<file path="config.mk">
export PLATFORM = sky130hd
export DESIGN_NAME = rand_server
export DESIGN_NICKNAME = d
export VERILOG_FILES = /design/src/rtl/rand_pkg.sv /design/src/rtl/rr_arbiter.sv /design/src/rtl/rand_server.sv
export SDC_FILE = /design/constraint.sdc
export NUM_CORES = 1
export LEC_CHECK = 0
export ABC_AREA = 1
export BUFFER_PORTS_ARGS = -buffer_cell sky130_fd_sc_hd__buf_2
export CORE_MARGIN = 2
export CORE_UTILIZATION = 37
export DETAILED_ROUTE_END_ITERATION = 10
export PLACE_DENSITY = 0.62
export SETUP_SLACK_MARGIN = 0.2
export SYNTH_ARGS = -nofsm -noshare
export SYNTH_HDL_FRONTEND = slang
export SYNTH_SLANG_ARGS = --single-unit
</file>
<file path="constraint.sdc">
create_clock -name clk -period 4.7 [get_ports clk]
set_input_delay 0.235 -clock clk [delete_from_list [all_inputs] [get_ports clk]]
set_output_delay 0.235 -clock clk [all_outputs]
set_load 0.05 [all_outputs]
</file>
<file path="src/rtl/rand_pkg.sv">
// Shared types and the LFSR step function for the random-number server.
package rand_pkg;

  localparam int          LFSR_WIDTH   = 64;
  localparam logic [63:0] LFSR_POLY    = 64'h1B;
  localparam logic [63:0] DEFAULT_SEED = 64'h0c45f864_04e4684a;

  typedef enum logic {
    WARM = 1'b0,
    RUN  = 1'b1
  } state_t;

  // One Galois step; a nonzero state never maps to zero.
  function automatic logic [LFSR_WIDTH-1:0] lfsr_next(input logic [LFSR_WIDTH-1:0] x);
    return {x[LFSR_WIDTH-2:0], 1'b0} ^ ({LFSR_WIDTH{x[LFSR_WIDTH-1]}} & LFSR_POLY);
  endfunction

endpackage

</file>
<file path="src/rtl/rr_arbiter.sv">
// Combinational round-robin picker: first set request at or above ptr, with wrap.
module rr_arbiter #(
  parameter  int N  = 4,
  localparam int IW = $clog2(N)
) (
  input  logic [N-1:0]  req,
  input  logic [IW-1:0] ptr,
  output logic [N-1:0]  onehot,
  output logic [IW-1:0] index
);

  logic          found;
  logic [IW-1:0] cand;

  always_comb begin
    onehot = '0;
    index  = '0;
    found  = 1'b0;
    cand   = '0;
    for (int k = 0; k < N; k++) begin
      cand = IW'((int'(ptr) + k) % N);
      if (!found && req[cand]) begin
        found        = 1'b1;
        onehot[cand] = 1'b1;
        index        = cand;
      end
    end
  end

endmodule

</file>
<file path="src/rtl/rand_server.sv">
// Round-robin server handing out words from one shared 64-bit Galois LFSR.
//   state | meaning
//   WARM  | LFSR free-runs WARMUP steps after reset/reseed; requests ignored
//   RUN   | one grant per cycle, each grant consumes one LFSR step
module rand_server
  import rand_pkg::*;
#(
  parameter int          NUM_REQ = 4,
  parameter int          WIDTH   = 32,
  parameter int          WARMUP  = 8,
  parameter logic [63:0] SEED    = DEFAULT_SEED
) (
  input  logic               clk,
  input  logic               reset,
  input  logic [NUM_REQ-1:0] req_i,
  output logic [NUM_REQ-1:0] gnt_o,
  output logic               rand_valid_o,
  output logic [WIDTH-1:0]   rand_data_o,
  input  logic               reseed_i,
  input  logic [63:0]        reseed_data_i,
  output logic               busy_o
);

  localparam int         IW        = $clog2(NUM_REQ);
  localparam state_t     START     = (WARMUP == 0) ? RUN : WARM;
  localparam logic [7:0] WARM_LAST = 8'((WARMUP == 0) ? 0 : WARMUP - 1);

  state_t             state_q, state_d;
  logic [63:0]        lfsr_q, lfsr_d;
  logic [7:0]         warm_cnt_q, warm_cnt_d;
  logic [IW-1:0]      rr_ptr_q, rr_ptr_d, win_idx;
  logic [NUM_REQ-1:0] win_onehot, gnt_d;
  logic [WIDTH-1:0]   data_d;

  rr_arbiter #(.N(NUM_REQ)) u_arb (
    .req    (req_i),
    .ptr    (rr_ptr_q),
    .onehot (win_onehot),
    .index  (win_idx)
  );

  always_comb begin
    state_d    = state_q;
    lfsr_d     = lfsr_q;
    warm_cnt_d = warm_cnt_q;
    rr_ptr_d   = rr_ptr_q;
    gnt_d      = '0;
    data_d     = rand_data_o;
    if (reseed_i) begin
      // An all-zero seed would lock the LFSR, so fall back to the default.
      lfsr_d     = (reseed_data_i == '0) ? SEED : reseed_data_i;
      warm_cnt_d = '0;
      state_d    = START;
    end else begin
      case (state_q)
        WARM: begin
          lfsr_d     = lfsr_next(lfsr_q);
          warm_cnt_d = warm_cnt_q + 8'd1;
          if (warm_cnt_q == WARM_LAST) state_d = RUN;
        end
        RUN: begin
          if (|req_i) begin
            gnt_d    = win_onehot;
            data_d   = lfsr_q[WIDTH-1:0];
            lfsr_d   = lfsr_next(lfsr_q);
            rr_ptr_d = (win_idx == IW'(NUM_REQ - 1)) ? '0 : win_idx + 1'b1;
          end
        end
      endcase
    end
  end

  always_ff @(posedge clk) begin
    if (reset) begin
      state_q     <= START;
      lfsr_q      <= SEED;
      warm_cnt_q  <= '0;
      rr_ptr_q    <= '0;
      gnt_o       <= '0;
      rand_data_o <= '0;
    end else begin
      state_q     <= state_d;
      lfsr_q      <= lfsr_d;
      warm_cnt_q  <= warm_cnt_d;
      rr_ptr_q    <= rr_ptr_d;
      gnt_o       <= gnt_d;
      rand_data_o <= data_d;
    end
  end

  assign rand_valid_o = |gnt_o;
  assign busy_o       = (state_q == WARM);

endmodule

</file>
==> results_dict.tcl, run 1 <==
set metrics [dict create \
    max_clock_freq_ghz 0.455 \
    tritoncts "built" \
    synth_sequential_area_ratio_pct 42.6 \
    antenna_violating_nets_post_route 0 \
    cts_post_setup_buffers_inserted 0 \
    routed_via_density 5.03 \
    io_buffer_count 108 \
    synth_top_area_cell "dfxtp_1" \
    filler_cell_count 1448 \
    final_cell_mix "133 x nand2_1, 124 x a21oi_1, 111 x dfxtp_1" \
    synth_adder_area_share_pct 1.44 \
    power_switching_share_pct 24.6 \
    detail_route.first_pass.iterations 4 \
    initial_detailed_routing_violation_count 351 \
    fin_crit_sh_pct 46.8 \
    number_of_setup_violations_in_the_final_report 0 \
    via_count 5116 \
    setup-tns-final_ns 0 \
    floorplan.rows 43 \
    cts-resized-gates 0 \
    critPathMaxFanout 31 \
    grt_pass1_vias 4516 \
    ys_types 35 \
    post_synth_instance_area_mm2 0.00522 \
    final_util_pct 44.3 \
    synth.top_cells.by_area "dfxtp_1 43%, a21oi_1 12%, nand2_1 9.6%" \
    critical_path_required_ns 4.99 \
    area.growth.synth_to_final_pct 17.6 \
    cts.hold.buffers_added 0 \
    initial_antenna_violation_count 2 \
    switching_power_mw 0.477 \
    path_class "reg2reg" \
    htree_levels 3 \
    post_synth_and_or_nand_nor_area_fraction_pct 24.4 \
    drv.max_cap_violation_count 0 \
    combPwrFrac_pct 9.6 \
    start_util_pct 37.7 \
    slew_of_the_pin_with_the_lowest_slew_margin_ns 1.04 \
    p_int_mw 1.46 \
    cellPowerDensity_mw_per_mm2 316 \
    maxSlewViolCount 0 \
    arrival_ns 2.48 \
    overflow 0 \
    cts-root-buf "clkbuf_16" \
    slew_headroom_pct 30.7 \
    fin_worst_hold_slack_ns 0.127 \
    critical_path.most_common_cell "nand2_1" \
    remaining_drc_errors 0 \
    netlist_instances 753 \
    timing.final.crit_period_ns 2.20 \
    fin_worst_skew_ns 0.00982 \
    synth_top_family_by_area "simple AND/OR/NAND/NOR gates" \
    cts-buffers-inserted 9 \
    clock_path_buffers 2 \
    die-area_mm2 0.0151 \
    total_power_mw 1.94 \
    multi_input_gate_area_in_the_final_layout_mm2 0.00259 \
    grtUsageTotal_pct 17.9 \
    route.detailed.wl_per_inst_um 13.2 \
    hpwl_um 9090 \
    status "complete, no violations" \
    power_leakage_nw 2.83 \
    grt_setup_unrepaired "false" \
    final_net_count 908 \
    wire_length_of_the_first_global_routing_pass_um 21700 \
    clkLatencyLatePin_ns 0.35 \
    post_synthesis_register_bit_count 111 \
    crit_chain "inv_1, nor2_1, nand2_2, clkinv_1, buf_4, nand2_1, nor2_1, nand2_1, nand2_1, nor2_2" \
    cts_num_sinks 111 \
    critPathBufInv 3 \
    area.sequential_mm2 0.00222 \
    hold_viol 0 \
    finalNonFillerCells 1017 \
    worst_path_dominant_cell_family "buffers and inverters" \
    die_width_um 123 \
    dp_cells 1000 \
    setup_ws_ns 2.50 \
    synthesis.nets 830 \
    post_synth.cell_area_avg_um2 6.93 \
    core-area_mm2 0.0138 \
    synthXorXnorAreaFrac_pct 0.336 \
    post-route-cell-area_mm2 0.00613 \
    synth_warnings 0 \
    setup.worst_path.end_class "flip-flop" \
    slowest_cell_on_the_critical_path "clkinv_1" \
    synth_mux_area_share_pct 0 \
    share_of_post_route_cells_with_drive_strength_above_1_pct 17.8 \
    layout_commonest_cell "nand2_1" \
    power.sequential.fraction_pct 51.6 \
    cts.reportedPaths.clkPinSlew_ns 0.07 \
    placement.setup.worst_slack_ns 2.41 \
    ir_drop_mv 0.153 \
    grt_start_max_net_pins 87 \
    critPathLaunchType "flip-flop" \
    share_clk_of_total_power_pct 38.8 \
    synth_largest_type_area_fraction_pct 42.6 \
    design.portCount 109 \
    synth_compound_gate_area_share_pct 23.3 \
    placed_cell_area_mm2 0.00583 \
    die_h_um 123 \
    gp_congestion 0.814 \
    drt_wl_total_um 13500 \
    worstHoldPathType "in2reg" \
    critical_path.max_stage_delay_ns 0.43 \
]
logic make-up after synthesis:
group / after synthesis
simple gates: 299
flops: 111
xor+xnor: 2
fa+ha+maj: 6
compound gates: 230
buf+inv: 105
layout make-up:
cell class / count / area share (%)
antenna: 1 / 0.0408
clock buffer: 13 / 4.41
clock inverter: 3 / 0.428
inverter: 59 / 3.61
multi-input combinational: 537 / 42.2
sequential: 111 / 36.2
tap: 180 / 3.67
timing repair buffer: 113 / 9.43
synth_stat cells:
master and n:
o21ai_1 4, a221oi_1 7, nor3b_1 1, a22oi_1 2
nand2_4 2, buf_2 11, inv_1 53, o211ai_1 1
or4_1 1, and3_1 1, nand2_2 7, nand3_1 28
nor2_1 103, nor3_1 5, buf_4 1, nand2_1 133
o21ai_2 1, inv_2 4, nand3_2 2, a21oi_1 124
clkbuf_1 31, xor2_1 2, o22ai_1 1, a31oi_1 2
clkinv_1 2, ha_1 6, nor4_1 8, nor2_2 3
o21ai_0 79, nand4_1 4, a41oi_1 1, dfxtp_1 111
a21o_1 8, nor2_8 1, buf_1 3
worst paths after layout:
| path | startpoint | endpoint | slack (ns) | depth (start not counted) |
|---|---|---|---|---|
| setup / recovery | state_q | rr_ptr_q[1] | 2.50 | 10 |
| hold / removal | reseed_data_i[52] | lfsr_q[52] | 0.13 | 3 |
| setup reg to reg | state_q | rr_ptr_q[1] | 2.50 | 10 |
| hold reg to reg | lfsr_q[37] | lfsr_q[37] | 0.46 | 2 |
tightest hold or removal path, delay by kind of cell:
kind / cells / cell delay [ns]
buffers and inverters: 1 / 0.10
AO/OA/AOI/OAI: 1 / 0.05
AND/OR/NAND/NOR: 1 / 0.05
sequential cells by signal, summed over array words and instances, names as in the netlist:
signal       flops
state_q          1
rand_data_o     32
warm_cnt_q       8
lfsr_q          64
rr_ptr_q         2
gnt_o            4
routing by layer:
| metal | share of wire (%) | global-route usage (%) | vias up |
|---|---|---|---|
| li1 | - | - | 2659 |
| met1 | 49 | 25.4 | 2315 |
| met2 | 44 | 27.1 | 123 |
| met3 | 5.6 | 3.53 | 17 |
| met4 | 1.5 | 6.18 | 2 |
| met5 | 0.052 | 0 | - |
power groups by stage:
stage / registers [mW] / logic [mW] / clock network, mW
floorplan: 1.01 / 0.125 / 0
global placement: 1.02 / 0.186 / 0
detailed placement: 1.02 / 0.187 / 0
CTS: 0.998 / 0.187 / 0.769
global route: 1.00 / 0.214 / 0.806
finish: 0.998 / 0.186 / 0.752
No activity file was read; power rests on OpenSTA's default activity.
==> inputs of run 2 (changes only) <==
clock period = 2.25 ns   (was 4.7 ns; I/O delays follow)
==> run 2 against run 1 <==
Compared with the run above:
- worst hold slack got worse by 0.13 ns
- count of clock-buffer cells in the layout unchanged
- maximum frequency rose by 20%
- critical path depth is 1 higher
- final cell count grew 1.7%
- via count grew 1.4%
- sequential share of layout area decreased by 0.92 points
- wire length grew 2.1%
- global-route usage increased by 0.57 points
==> results_dict.tcl, run 2 (synthesis gave the netlist of run 1 again) <==
set metrics [dict create \
    design.portCount 109 \
    route.detailed.wl_per_inst_um 13.3 \
    htree_levels 3 \
    grt_setup_unrepaired "false" \
    use_met3_pct 3.11 \
    cellPowerDensity_mw_per_mm2 642 \
    io_buffer_count 108 \
    flip_flop_count_of_the_largest_register_after_layout 64 \
    hpwl_um 9450 \
    gr-usage-met1_pct 26.5 \
    clock_path_buffers 2 \
    ir_drop_mv 0.367 \
    cts.reportedPaths.clkPinSlew_ns 0.07 \
    routed_via_density 5.02 \
    top_regs "lfsr_q: 64 flops, rand_data_o: 32 flops, warm_cnt_q: 8 flops" \
    wire_length_of_the_first_global_routing_pass_um 22200 \
    critPathBufInv 2 \
    final_cell_mix "133 x nand2_1, 124 x a21oi_1, 109 x dfxtp_1" \
    start_util_pct 37.7 \
    number_of_setup_violations_in_the_final_report 0 \
    gr-max-usage-layer "met2" \
    crit_start "rr_ptr_q[1]" \
    final_net_count 925 \
    remaining_drc_errors 0 \
    grt_start_max_net_pins 83 \
    cts-buffers-inserted 9 \
    area.growth.synth_to_final_pct 20.8 \
    timing.final.crit_period_ns 1.83 \
    multi_input_gate_area_in_the_final_layout_mm2 0.00259 \
    detail_route.first_pass.iterations 5 \
    grtUsageTotal_pct 18.5 \
    core-area_mm2 0.0138 \
    slew_of_the_pin_with_the_lowest_slew_margin_ns 0.447 \
    status "complete, no violations" \
    cts-root-buf "clkbuf_16" \
    critPathLaunchType "flip-flop" \
    slew_headroom_pct 69.9 \
    grt_use_met2_pct 28.2 \
    die-area_mm2 0.0151 \
    floorplan.rows 43 \
    antenna_violating_nets_post_route 0 \
    hold_viol 0 \
    die_h_um 123 \
    power_leakage_nw 2.91 \
    critical_path.most_common_cell "nand2_1" \
    total_power_mw 4.05 \
    cts_num_sinks 111 \
    fin_worst_skew_ns 0.00743 \
    layout_commonest_cell "nand2_1" \
    area.sequential_mm2 0.00222 \
    final_util_pct 45.6 \
    gp_congestion 0.830 \
    critPathMaxFanout 7 \
    initial_antenna_violation_count 1 \
    worstHoldPathType "in2reg" \
    max_clock_freq_ghz 0.546 \
    drv.max_cap_violation_count 0 \
    setup-tns-final_ns 0 \
    share_of_post_route_cells_with_drive_strength_above_1_pct 18.9 \
    worst_path_dominant_cell_family "simple AND/OR/NAND/NOR gates" \
    critical_path.reg2reg.startpoint "rr_ptr_q[1]" \
    overflow 0 \
    critical_path_required_ns 2.50 \
    initial_detailed_routing_violation_count 256 \
    clkLatencyLatePin_ns 0.35 \
    via_count 5188 \
    filler_cell_count 1480 \
    fin_crit_sh_pct 81.5 \
    timing.hold.worst.start "reseed_data_i[0]" \
    path_class "reg2reg" \
    die_width_um 123 \
    registers.top_by_ff_count "lfsr_q" \
    slowest_cell_on_the_critical_path "dfxtp_2" \
    crit_chain "inv_2, ha_2, inv_1, nand3_1, nand2_2, o21ai_1, nor2_1, a21oi_1, nand2_1, nand2_1, nor2_2" \
    grt_pass1_vias 4547 \
    tritoncts "built" \
    arrival_ns 2.08 \
    critical_path.max_stage_delay_ns 0.40 \
    maxSlewViolCount 0 \
    drt_wl_total_um 13800 \
    setup.worst_path.end_class "flip-flop" \
]
-- run 2: cell count changes in the layout (fill, tap and decap cells not counted), sizes merged --
| cell | previous run | this run |
|---|---|---|
| clkinv | 4 | 3 |
| inv | 58 | 59 |
| buf | 113 | 122 |
| dlygate4sd3 | 0 | 8 |
-- run 2: worst paths after layout --
kind	to	slack, ns	depth (start not counted)
worst min-delay path	lfsr_q[0]	0.002	3
worst max register to register	rr_ptr_q[1]	0.42	11
worst min register to register	lfsr_q[37]	0.46	2
worst max-delay path	rr_ptr_q[1]	0.42	11
-- run 2: layout make-up --
| cell class | count | area share (%) |
|---|---|---|
| Clock inverter | 3 | 0.417 |
| Inverter | 59 | 3.52 |
| Timing Repair Buffer | 130 | 11.9 |
| Antenna cell | 1 | 0.0397 |
| Tap cell | 180 | 3.57 |
| Multi-Input combinational cell | 537 | 41.1 |
| Clock buffer | 13 | 4.13 |
| Sequential cell | 111 | 35.3 |
-- run 2: power by group --
part           total (mW)  switching, mW  leakage [nW]  internal (mW)
Clock                1.55          0.729         0.140          0.822
Sequential           2.08         0.0433         0.911           2.04
Combinational       0.411          0.239          1.86          0.172
Total                4.05           1.01          2.91           3.04
-- run 2: stage by stage --
| stage | std cells | setup slack, ns | hold slack (ns) | cell area (µm²) |
|---|---|---|---|---|
| after floorplan | 753 | 0.428 | 0.247 | 5220 |
| after global placement | 1009 | 0.266 | 0.369 | 5930 |
| after detailed placement | 1009 | 0.276 | 0.374 | 5930 |
| after CTS | 1033 | 0.258 | 0.000174 | 6290 |
| after global routing | 1033 | 0.236 | 0.00496 | 6300 |
| final | 1034 | 0.417 | 0.00168 | 6300 |
-- run 2: worst reg2reg max path: stages (launching register included) --
cell and delay [ns]:
dfxtp_2 0.40, inv_2 0.09, ha_2 0.37, inv_1 0.07, nand3_1 0.10, nand2_2 0.11
o21ai_1 0.24, nor2_1 0.06, a21oi_1 0.11, nand2_1 0.07, nand2_1 0.07, nor2_2 0.04
-- run 2: repair_timing --
action	CTS	global route
setup endpoints to repair	0	6
resized for setup	0	4
buffers inserted	0	0
hold endpoints to repair	8	0
hold buffers	8	0
-- run 2: metal layers --
| layer | vias up | share of wire, % | wire [µm] |
|---|---|---|---|
| li1 | 2690 | - | - |
| met4 | 0 | 1.4 | 189 |
| met5 | - | 0 | 0 |
| met3 | 12 | 5.9 | 807 |
| met1 | 2338 | 49 | 6810 |
| met2 | 148 | 43 | 5950 |
==> inputs of run 3 (changes only) <==
PLACE_DENSITY = 0.64   (was 0.62)
clock period = 1.53 ns   (was 2.25 ns; I/O delays follow)
==> run 3 against run 2 <==
Compared with the run above:
- the flow now finishes with violations (hold timing, setup timing)
- register-to-register slack lost 0.52 ns
- power rose by 63%
- worst hold slack worse by 0.011 ns
- clock skew increased by 0.0018 ns
- first-iteration DRC count increased by 78%
- final cell count grew 8.8%
- non-clock buffer count is 85 higher
- critical path type unchanged
- critical endpoint is now lfsr_q[2]
==> results_dict.tcl, run 3 (synthesis gave the netlist of run 1 again) <==
set metrics [dict create \
    status "finished, violations left" \
    violations "hold timing, setup timing" \
    top_regs "lfsr_q: 64 flops, rand_data_o: 32 flops, warm_cnt_q: 8 flops" \
    via_count 5974 \
    registers.top_by_ff_count "lfsr_q" \
    fin_crit_sh_pct 107 \
    fin_worst_hold_slack_ns -0.00975 \
    drt_wl_total_um 18100 \
    critical_path_required_ns 1.82 \
    worstHoldPathType "in2reg" \
    area.growth.synth_to_final_pct 61.7 \
    filler_cell_count 1179 \
    clock_path_buffers 2 \
    fin_worst_skew_ns 0.00919 \
    route.detailed.wl_per_inst_um 16.1 \
    final_net_count 1017 \
    antenna_violating_nets_post_route 0 \
    start_util_pct 37.7 \
    grtUsageTotal_pct 22.7 \
    ir_drop_mv 0.659 \
    setup.worst_path.end_class "flip-flop" \
    initial_antenna_violation_count 0 \
    setup_ws_ns -0.105 \
    arrival_ns 1.93 \
    number_of_setup_violations_in_the_final_report 61 \
    cts-root-buf "clkbuf_16" \
    hold_viol 1 \
    htree_levels 3 \
    dp_cells 1031 \
    design.portCount 109 \
    finalNonFillerCells 1125 \
    timing.final.crit_period_ns 1.64 \
    placement.setup.worst_slack_ns -0.0540 \
    max_clock_freq_ghz 0.612 \
    maxSlewViolCount 0 \
    cts.reportedPaths.clkPinSlew_ns 0.07 \
    overflow 0 \
    core-area_mm2 0.0138 \
    clkLatencyLatePin_ns 0.36 \
    path_class "reg2reg" \
    die_width_um 123 \
    grt_start_max_net_pins 41 \
    power_leakage_nw 3.70 \
    gp_congestion 0.854 \
    slew_headroom_pct 71.4 \
    remaining_drc_errors 0 \
    layout_commonest_cell "nand2_1" \
    detail_route.first_pass.iterations 5 \
    grt_setup_unrepaired "true" \
    io_buffer_count 108 \
    grt_pass1_vias 5406 \
    area.sequential_mm2 0.00223 \
    routed_via_density 5.31 \
    die_h_um 123 \
    critPathLaunchType "flip-flop" \
    cts-buffers-inserted 9 \
    multi_input_gate_area_in_the_final_layout_mm2 0.00334 \
    flip_flop_count_of_the_largest_register_after_layout 64 \
    cts_num_sinks 111 \
    final_antenna_diode_count 0 \
    setup-tns-final_ns -2.78 \
    floorplan.rows 43 \
    share_of_post_route_cells_with_drive_strength_above_1_pct 40.1 \
    critPathMaxFanout 7 \
    cellPowerDensity_mw_per_mm2 784 \
    die-area_mm2 0.0151 \
    slew_of_the_pin_with_the_lowest_slew_margin_ns 0.430 \
    tritoncts "built" \
    initial_detailed_routing_violation_count 456 \
    hpwl_um 9870 \
    wire_length_of_the_first_global_routing_pass_um 26700 \
    final_cell_mix "130 x nand2_1, 108 x dfxtp_1, 107 x buf_2" \
    drv.max_cap_violation_count 0 \
]
## run 3: changes by cell type in the layout (fill, tap and decap cells not counted), sizes merged
cell,change
bufinv,+2
inv,+4
clkbuf,-1
dlygate4sd3,+30
bufbuf,+1
clkinv,-2
diode,-1
clkinvlp,+4
buf,+54
## run 3: final cells by class
class / instances / area share, %
Clock buffer: 12 / 3.18
Timing Repair inverter: 7 / 1.32
Timing Repair Buffer: 215 / 22.9
Sequential cell: 111 / 26.5
Clock inverter: 4 / 0.890
Tap cell: 180 / 2.67
Multi-Input combinational cell: 537 / 39.6
Inverter: 59 / 3.03
## run 3: through the flow
| stage | utilization, % | cell area (µm²) | total power, mW |
|---|---|---|---|
| global placement | 45.0 | 6220 | 3.74 |
| global route | 61.0 | 8430 | 6.86 |
| floorplan | - | 5340 | 3.50 |
| finish | 61.0 | 8430 | 6.61 |
| detailed placement | 45.0 | 6220 | 3.74 |
| CTS | 56.8 | 7850 | 6.54 |
## run 3: critical path: stages (launching register included)
cell	delay [ns]
dfxtp_2	0.35
clkinvlp_4	0.10
nor2_4	0.13
inv_2	0.05
nor2_4	0.10
buf_12	0.13
buf_12	0.11
buf_6	0.10
buf_12	0.14
buf_8	0.14
a21oi_2	0.06
a21oi_2	0.15
## run 3: repair_timing
action,in CTS,in global routing
pin swaps,54,38
buffers inserted,16,9
hold buffers,37,1
resized for setup,161,123
endpoints found under the setup margin,74,106
hold endpoints to repair,37,1
cloned,14,1
## run 3: worst paths after layout
path                   end  cells past startpoint  slack, ns        startpoint
max              lfsr_q[2]                     11      -0.11           state_q
max reg2reg      lfsr_q[2]                     11      -0.11           state_q
min              lfsr_q[2]                      3      -0.01  reseed_data_i[2]
min reg2reg  warm_cnt_q[7]                      2       0.47     warm_cnt_q[7]
## run 3: metal layers
| layer | share of wire [%] | vias up | routed length [µm] | GRT usage [%] |
|---|---|---|---|---|
| met2 | 48 | 235 | 8750 | 36.8 |
| met1 | 42 | 2799 | 7610 | 29.9 |
| met3 | 7.2 | 43 | 1300 | 5.58 |
| li1 | - | 2897 | - | - |
| met4 | 2.4 | 0 | 430 | 6.82 |
| met5 | 0 | - | 0 | 0 |
## run 3: report_power, final
part | internal, mW | total [mW] | switching, mW
clock network | 1.58 | 2.66 | 1.08
logic | 0.383 | 0.847 | 0.465
registers | 3.00 | 3.10 | 0.0982
total | 4.96 | 6.61 | 1.65
